$ cat config.mk
export PLATFORM = sky130hd
export DESIGN_NAME = sub_share_seq
export DESIGN_NICKNAME = d
export VERILOG_FILES = /design/src/rtl/sub_share_seq.sv
export SDC_FILE = /design/constraint.sdc
export NUM_CORES = 1
export LEC_CHECK = 0
export CAP_MARGIN = 20
export CORE_UTILIZATION = 25
export CTS_CLUSTER_DIAMETER = 60
export DETAILED_ROUTE_END_ITERATION = 8
export PLACE_DENSITY = 0.56
export SETUP_SLACK_MARGIN = 0.5
export SLEW_MARGIN = 20
export SYNTH_ARGS = -nofsm -noshare
export SYNTH_HDL_FRONTEND = slang
export SYNTH_SLANG_ARGS = --single-unit
$ cat constraint.sdc
create_clock -name clk -period 3.6 [get_ports clk]
set_clock_uncertainty 0.15 [all_clocks]
set_input_delay 0.72 -clock clk [delete_from_list [all_inputs] [get_ports clk]]
set_output_delay 0.72 -clock clk [all_outputs]
set_load 0.02 [all_outputs]
$ cat src/rtl/sub_share_seq.sv
// Two-requester subtract sequencer: computes A - B one nibble per cycle through a
// single 4-bit adder stage, LSB nibble first, with round-robin arbitration.
module sub_share_seq #(
    parameter int WIDTH = 16
) (
    input  logic             clk,
    input  logic             rst_n,
    input  logic             req0,
    input  logic [WIDTH-1:0] a0,
    input  logic [WIDTH-1:0] b0,
    input  logic             req1,
    input  logic [WIDTH-1:0] a1,
    input  logic [WIDTH-1:0] b1,
    output logic             ack0,
    output logic             ack1,
    output logic             busy,
    output logic             done,
    output logic             done_id,
    output logic [WIDTH-1:0] diff,
    output logic             no_borrow
);

    localparam int NIB = WIDTH / 4;
    localparam int KW  = (NIB > 1) ? $clog2(NIB) : 1;

    typedef enum logic [1:0] {
        IDLE = 2'd0,
        CALC = 2'd1,
        DONE = 2'd2
    } state_t;

    state_t           state_reg;
    logic             last_grant_reg;
    logic             owner_reg;
    logic [WIDTH-1:0] a_reg;
    logic [WIDTH-1:0] b_reg;
    logic [WIDTH-1:0] work_reg;
    logic             carry_reg;
    logic [KW-1:0]    k_reg;

    logic [3:0]       a_nib_arr [NIB];
    logic [3:0]       b_nib_arr [NIB];
    logic [WIDTH-1:0] work_next;
    logic [3:0]       a_nib;
    logic [3:0]       b_nib;
    logic [4:0]       sum5;
    logic             last_nib;
    logic             grant1;

    // Nibble views of the captured operands, and the working result with nibble k replaced.
    generate
        for (genvar gi = 0; gi < NIB; gi++) begin : g_nib
            assign a_nib_arr[gi] = a_reg[4*gi +: 4];
            assign b_nib_arr[gi] = b_reg[4*gi +: 4];
            assign work_next[4*gi +: 4] = (k_reg == KW'(gi)) ? sum5[3:0] : work_reg[4*gi +: 4];
        end
    endgenerate

    assign a_nib    = a_nib_arr[k_reg];
    assign b_nib    = b_nib_arr[k_reg];
    // Subtraction as A + ~B + carry; carry starts at 1 so the first nibble adds the two's complement.
    assign sum5     = {1'b0, a_nib} + {1'b0, ~b_nib} + {4'b0000, carry_reg};
    assign last_nib = (k_reg == KW'(NIB - 1));

    // Single request wins outright; on contention the requester not granted last time wins.
    assign grant1   = req1 & (~req0 | ~last_grant_reg);

    always_ff @(posedge clk or negedge rst_n) begin
        if (!rst_n) begin
            state_reg      <= IDLE;
            last_grant_reg <= 1'b1;
            owner_reg      <= 1'b0;
            a_reg          <= '0;
            b_reg          <= '0;
            work_reg       <= '0;
            carry_reg      <= 1'b0;
            k_reg          <= '0;
            ack0           <= 1'b0;
            ack1           <= 1'b0;
            busy           <= 1'b0;
            done           <= 1'b0;
            done_id        <= 1'b0;
            diff           <= '0;
            no_borrow      <= 1'b0;
        end else begin
            ack0 <= 1'b0;
            ack1 <= 1'b0;
            done <= 1'b0;
            case (state_reg)
                IDLE: begin
                    if (req0 | req1) begin
                        owner_reg      <= grant1;
                        last_grant_reg <= grant1;
                        a_reg          <= grant1 ? a1 : a0;
                        b_reg          <= grant1 ? b1 : b0;
                        ack0           <= ~grant1;
                        ack1           <= grant1;
                        k_reg          <= '0;
                        carry_reg      <= 1'b1;
                        busy           <= 1'b1;
                        state_reg      <= CALC;
                    end
                end
                CALC: begin
                    work_reg  <= work_next;
                    carry_reg <= sum5[4];
                    if (last_nib) begin
                        diff      <= work_next;
                        no_borrow <= sum5[4];
                        done_id   <= owner_reg;
                        done      <= 1'b1;
                        k_reg     <= '0;
                        state_reg <= DONE;
                    end else begin
                        k_reg <= k_reg + KW'(1);
                    end
                end
                DONE: begin
                    busy      <= 1'b0;
                    state_reg <= IDLE;
                end
                default: begin
                    busy      <= 1'b0;
                    state_reg <= IDLE;
                end
            endcase
        end
    end

endmodule
==> results.md <==
- Worst-path clk slew: about 60 ps
- Clock power share: approximately 18%
- Sequential cell area: around 1800 µm²
- Total gr overflow: 0
- Power per cell area: 996 nW/µm²
- Starting Density: between 20 and 30%
- Flop pwr share: roughly 29%
- Int Power: 3.05 mW
- Syn nets: ~380
- Post-DP HPWL: 6510 µm
- Hold Violations, Final: 0
- Outcome: finished clean
- Maximum Capacitance Violations: 0
- Final wirelength: about 9000 µm
- Ys Warns: 0
- Fin crit period: ~2800 ps
- CP endpoint: diff[11]$_DFFE_PN0P_
- Worst path required time: ~3700 ps
- Worst slew pin tran: around 940 ps
- Crit-path max cell delay: 510 ps
- PnR worst setup slack: around 800 ps
- CTS max path bufs: 2
- Cells after Synth: just over 300
- Synth Register Bits: 73
- Met2 GRT Util: 20.5%
- Switching pwr: 2.05 mW
- CTS buffer count: 9
- Arr. time, crit path: 2910 ps
- Reg-to-Reg Start: k_reg[0]$_DFFE_PN0P_
- Placement Setup Slack: between 700 and 800 ps
- Top Family by Delay on Critical Path: multiplexers
- Vias/cell: between 4 and 5
- Vias in the first global route: approximately 2900
- Gpl congestion: 0.751
- Area of the multi-input gates: around 1700 µm²
- Max-slew headroom: a little under two fifths
- Initial antenna violation count: 0
- Fmax achieved: roughly 360 MHz
- Post-synthesis area per instance: about 12 µm²
- Met3 Resource Use GR: between 3 and 4%
- Number of port buffers: 89
- Die Span Y: 125 µm
- Crit Reg-Reg Endpoint: diff[11]$_DFFE_PN0P_
- Cell Rows: 44
- CP max-delay cell: mux4_2
- WP depth: 6
- Worst VDD drop: approximately 0.00044 V
- Die area: between 15000 and 20000 µm²
- Peak-usage layer in the global routing report: met2
- Setup Fix Bufs, Post-CTS: 0
- Setup_tns: 0 ps
- Clk sinks: 73
- Clock latency on the worst-skew pair: 330 ps
- Routed Antenna Nets: 0
- Critical-path cell list: buf_4 > mux4_2 > ha_1 > nand3b_1 > a2111o_1 > nand3_1
- R2R cell count: 6
- 1st-pass router iterations: 4
- Critical-path maximum fanout: 14
- Nets: 473
- Core Area: roughly 15000 µm²
- Most used flip-flop cell after synthesis: dfrtp_1
- Routed length per instance: approximately 15 µm
- N_diodes: 0
- Total GRT Usage: 12.2%
- Largest net degree at the start of global routing: 74
- DR DRC count: 0
- Hold buffer count at CTS: 0
- Iter 0 DRT Violations: between 100 and 150
- # H-tree levels: 3
- Max-slew violation count: 0
- First-pass GRT wire length: ~15000 µm
- IO Count: 90
- Synth unique cells: 44
- Area growth from synthesis to layout: 36.5%
- CP Capture Type: flip-flop
- Sequential share of the synthesized area: ~49%
- CP startpoint kind: flip-flop
- Logic pwr share: roughly 53%
- Hold Crit Class: flip-flop to flip-flop
- Fillers: 1435
- P_leak: 2.27 nW
- Cell Area, Synth: 3750 µm²
- Die width: ~120 µm
- Number of gates resized after CTS: 0
- Crit Path Category: flip-flop to flip-flop
- CTS Root Cell: clkbuf_16
- Worst path bufs/invs: 1
- Reg-to-reg setup timing slack: between 800 and 900 ps
- M1 GR Usage: 15.1%
- Final count of negative-setup-slack endpoints: 0
- Period utilization: between 70 and 80%
- Layout cell share with drive strength beyond 1: 16.5%
- Switching share of power: between 40 and 50%
- Crit path from: k_reg[0]$_DFFE_PN0P_
- CTS tree: done
- Vias post-DR: ~2700
- Hold depth: 2
- RSZ-0062 raised after global routing: no
- Async SR Flop Fraction: 100%
- Post-synth EDFFs: 0
[layout make-up]
class	instances	area share, %
Timing Repair Buffer	98	18.6
Clock inverter	4	1.03
Multi-Input combinational cell	196	34.0
Tap cell	184	4.49
Clock buffer	12	4.81
Inverter	18	1.32
Sequential cell	73	35.7
[worst min-delay path, cell delays in order (launching register included)]
cell     delay (ps)
dfrtp_1         340
nand2_1          50
nand2_1          50
[how the worst min path moves through the flow]
stage                                         from                        to  slack [ps]
after floorplan                              rst_n      a_reg[0]$_DFFE_PN0P_         270
after global placement       owner_reg$_DFFE_PN0P_       done_id$_DFFE_PN0P_         310
after detailed placement       done_id$_DFFE_PN0P_       done_id$_DFFE_PN0P_         320
after CTS                 work_reg[10]$_DFFE_PN0P_  work_reg[10]$_DFFE_PN0P_         330
after global routing       work_reg[3]$_DFFE_PN0P_   work_reg[3]$_DFFE_PN0P_         350
final                          done_id$_DFFE_PN0P_       done_id$_DFFE_PN0P_         320
[synthesized netlist by cell type (5+ instances only)]
cell type / count / area [µm²]
a221o_1: 13 / 130
mux2_2: 18 / 203
mux4_2: 8 / 180
mux2i_1: 12 / 120
nand2_1: 24 / 90.1
dfrtp_1: 72 / 1800
clkbuf_1: 5 / 18.8
and3_1: 13 / 81.3
nor2_1: 5 / 18.8
o21ai_1: 6 / 30.0
nor2b_1: 5 / 31.3
buf_2: 10 / 50.1
inv_1: 17 / 63.8
mux2_1: 10 / 113
o21ai_0: 17 / 85.1
nand3b_1: 5 / 37.5
ha_1: 7 / 87.6
mux2_4: 10 / 150
[routing by layer]
| metal | share of wire (%) | vias to the layer above |
|---|---|---|
| li1 | - | 1297 |
| met1 | 46 | 1279 |
| met2 | 48 | 72 |
| met3 | 4.7 | 12 |
| met4 | 1.3 | 0 |
| met5 | 0 | - |
[power groups by stage]
stage                     sequential (mW)  clock, mW  combinational (mW)
after CTS                            1.51      0.916                2.74
after global placement               1.51          0                2.66
after floorplan                      1.54          0                1.82
after detailed placement             1.52          0                2.73
after global routing                 1.56      0.957                3.01
final                                1.50      0.899                2.71
[placed cells by master, fill, tap and decap left out, types with 5 or more instances in the layout]
cell type and instances:
nor2_1 5, nor2b_1 5, ha_1 7, o21ai_1 6
mux2_4 10, mux4_2 8, buf_4 10, clkdlybuf4s50_1 88
o21ai_0 17, mux2_1 10, inv_1 17, mux2_2 18
nand3b_1 5, clkbuf_16 9, and3_1 13, dfrtp_1 72
a221o_1 13, nand2_1 24, mux2i_1 12
[per-stage QoR]
| stage | std cells | util [%] | total power [mW] | hold slack (ps) | cell area, µm² |
|---|---|---|---|---|---|
| global placement | 569 | 33.1 | 4.17 | 307 | 4830 |
| floorplan | 307 | - | 3.36 | 274 | 3750 |
| global route | 585 | 35.1 | 5.53 | 353 | 5130 |
| CTS | 585 | 35.1 | 5.17 | 332 | 5130 |
| finish | 585 | 35.1 | 5.11 | 325 | 5130 |
| detailed placement | 569 | 33.1 | 4.25 | 319 | 4830 |
[logic make-up (layout without fill, tap and decap cells)]
logic type / count (synthesis) / count (layout) / share of synthesized area (%)
compound gates: 56 / 56 / 11.3
xor+xnor: 2 / 2 / 0.467
fa+ha+maj: 9 / 9 / 3.40
buf+inv: 38 / 132 / 5.03
flops: 73 / 73 / 48.7
mux: 58 / 58 / 20.4
simple gates: 71 / 71 / 10.7
Note: power is estimated with default switching activity, not from simulation.
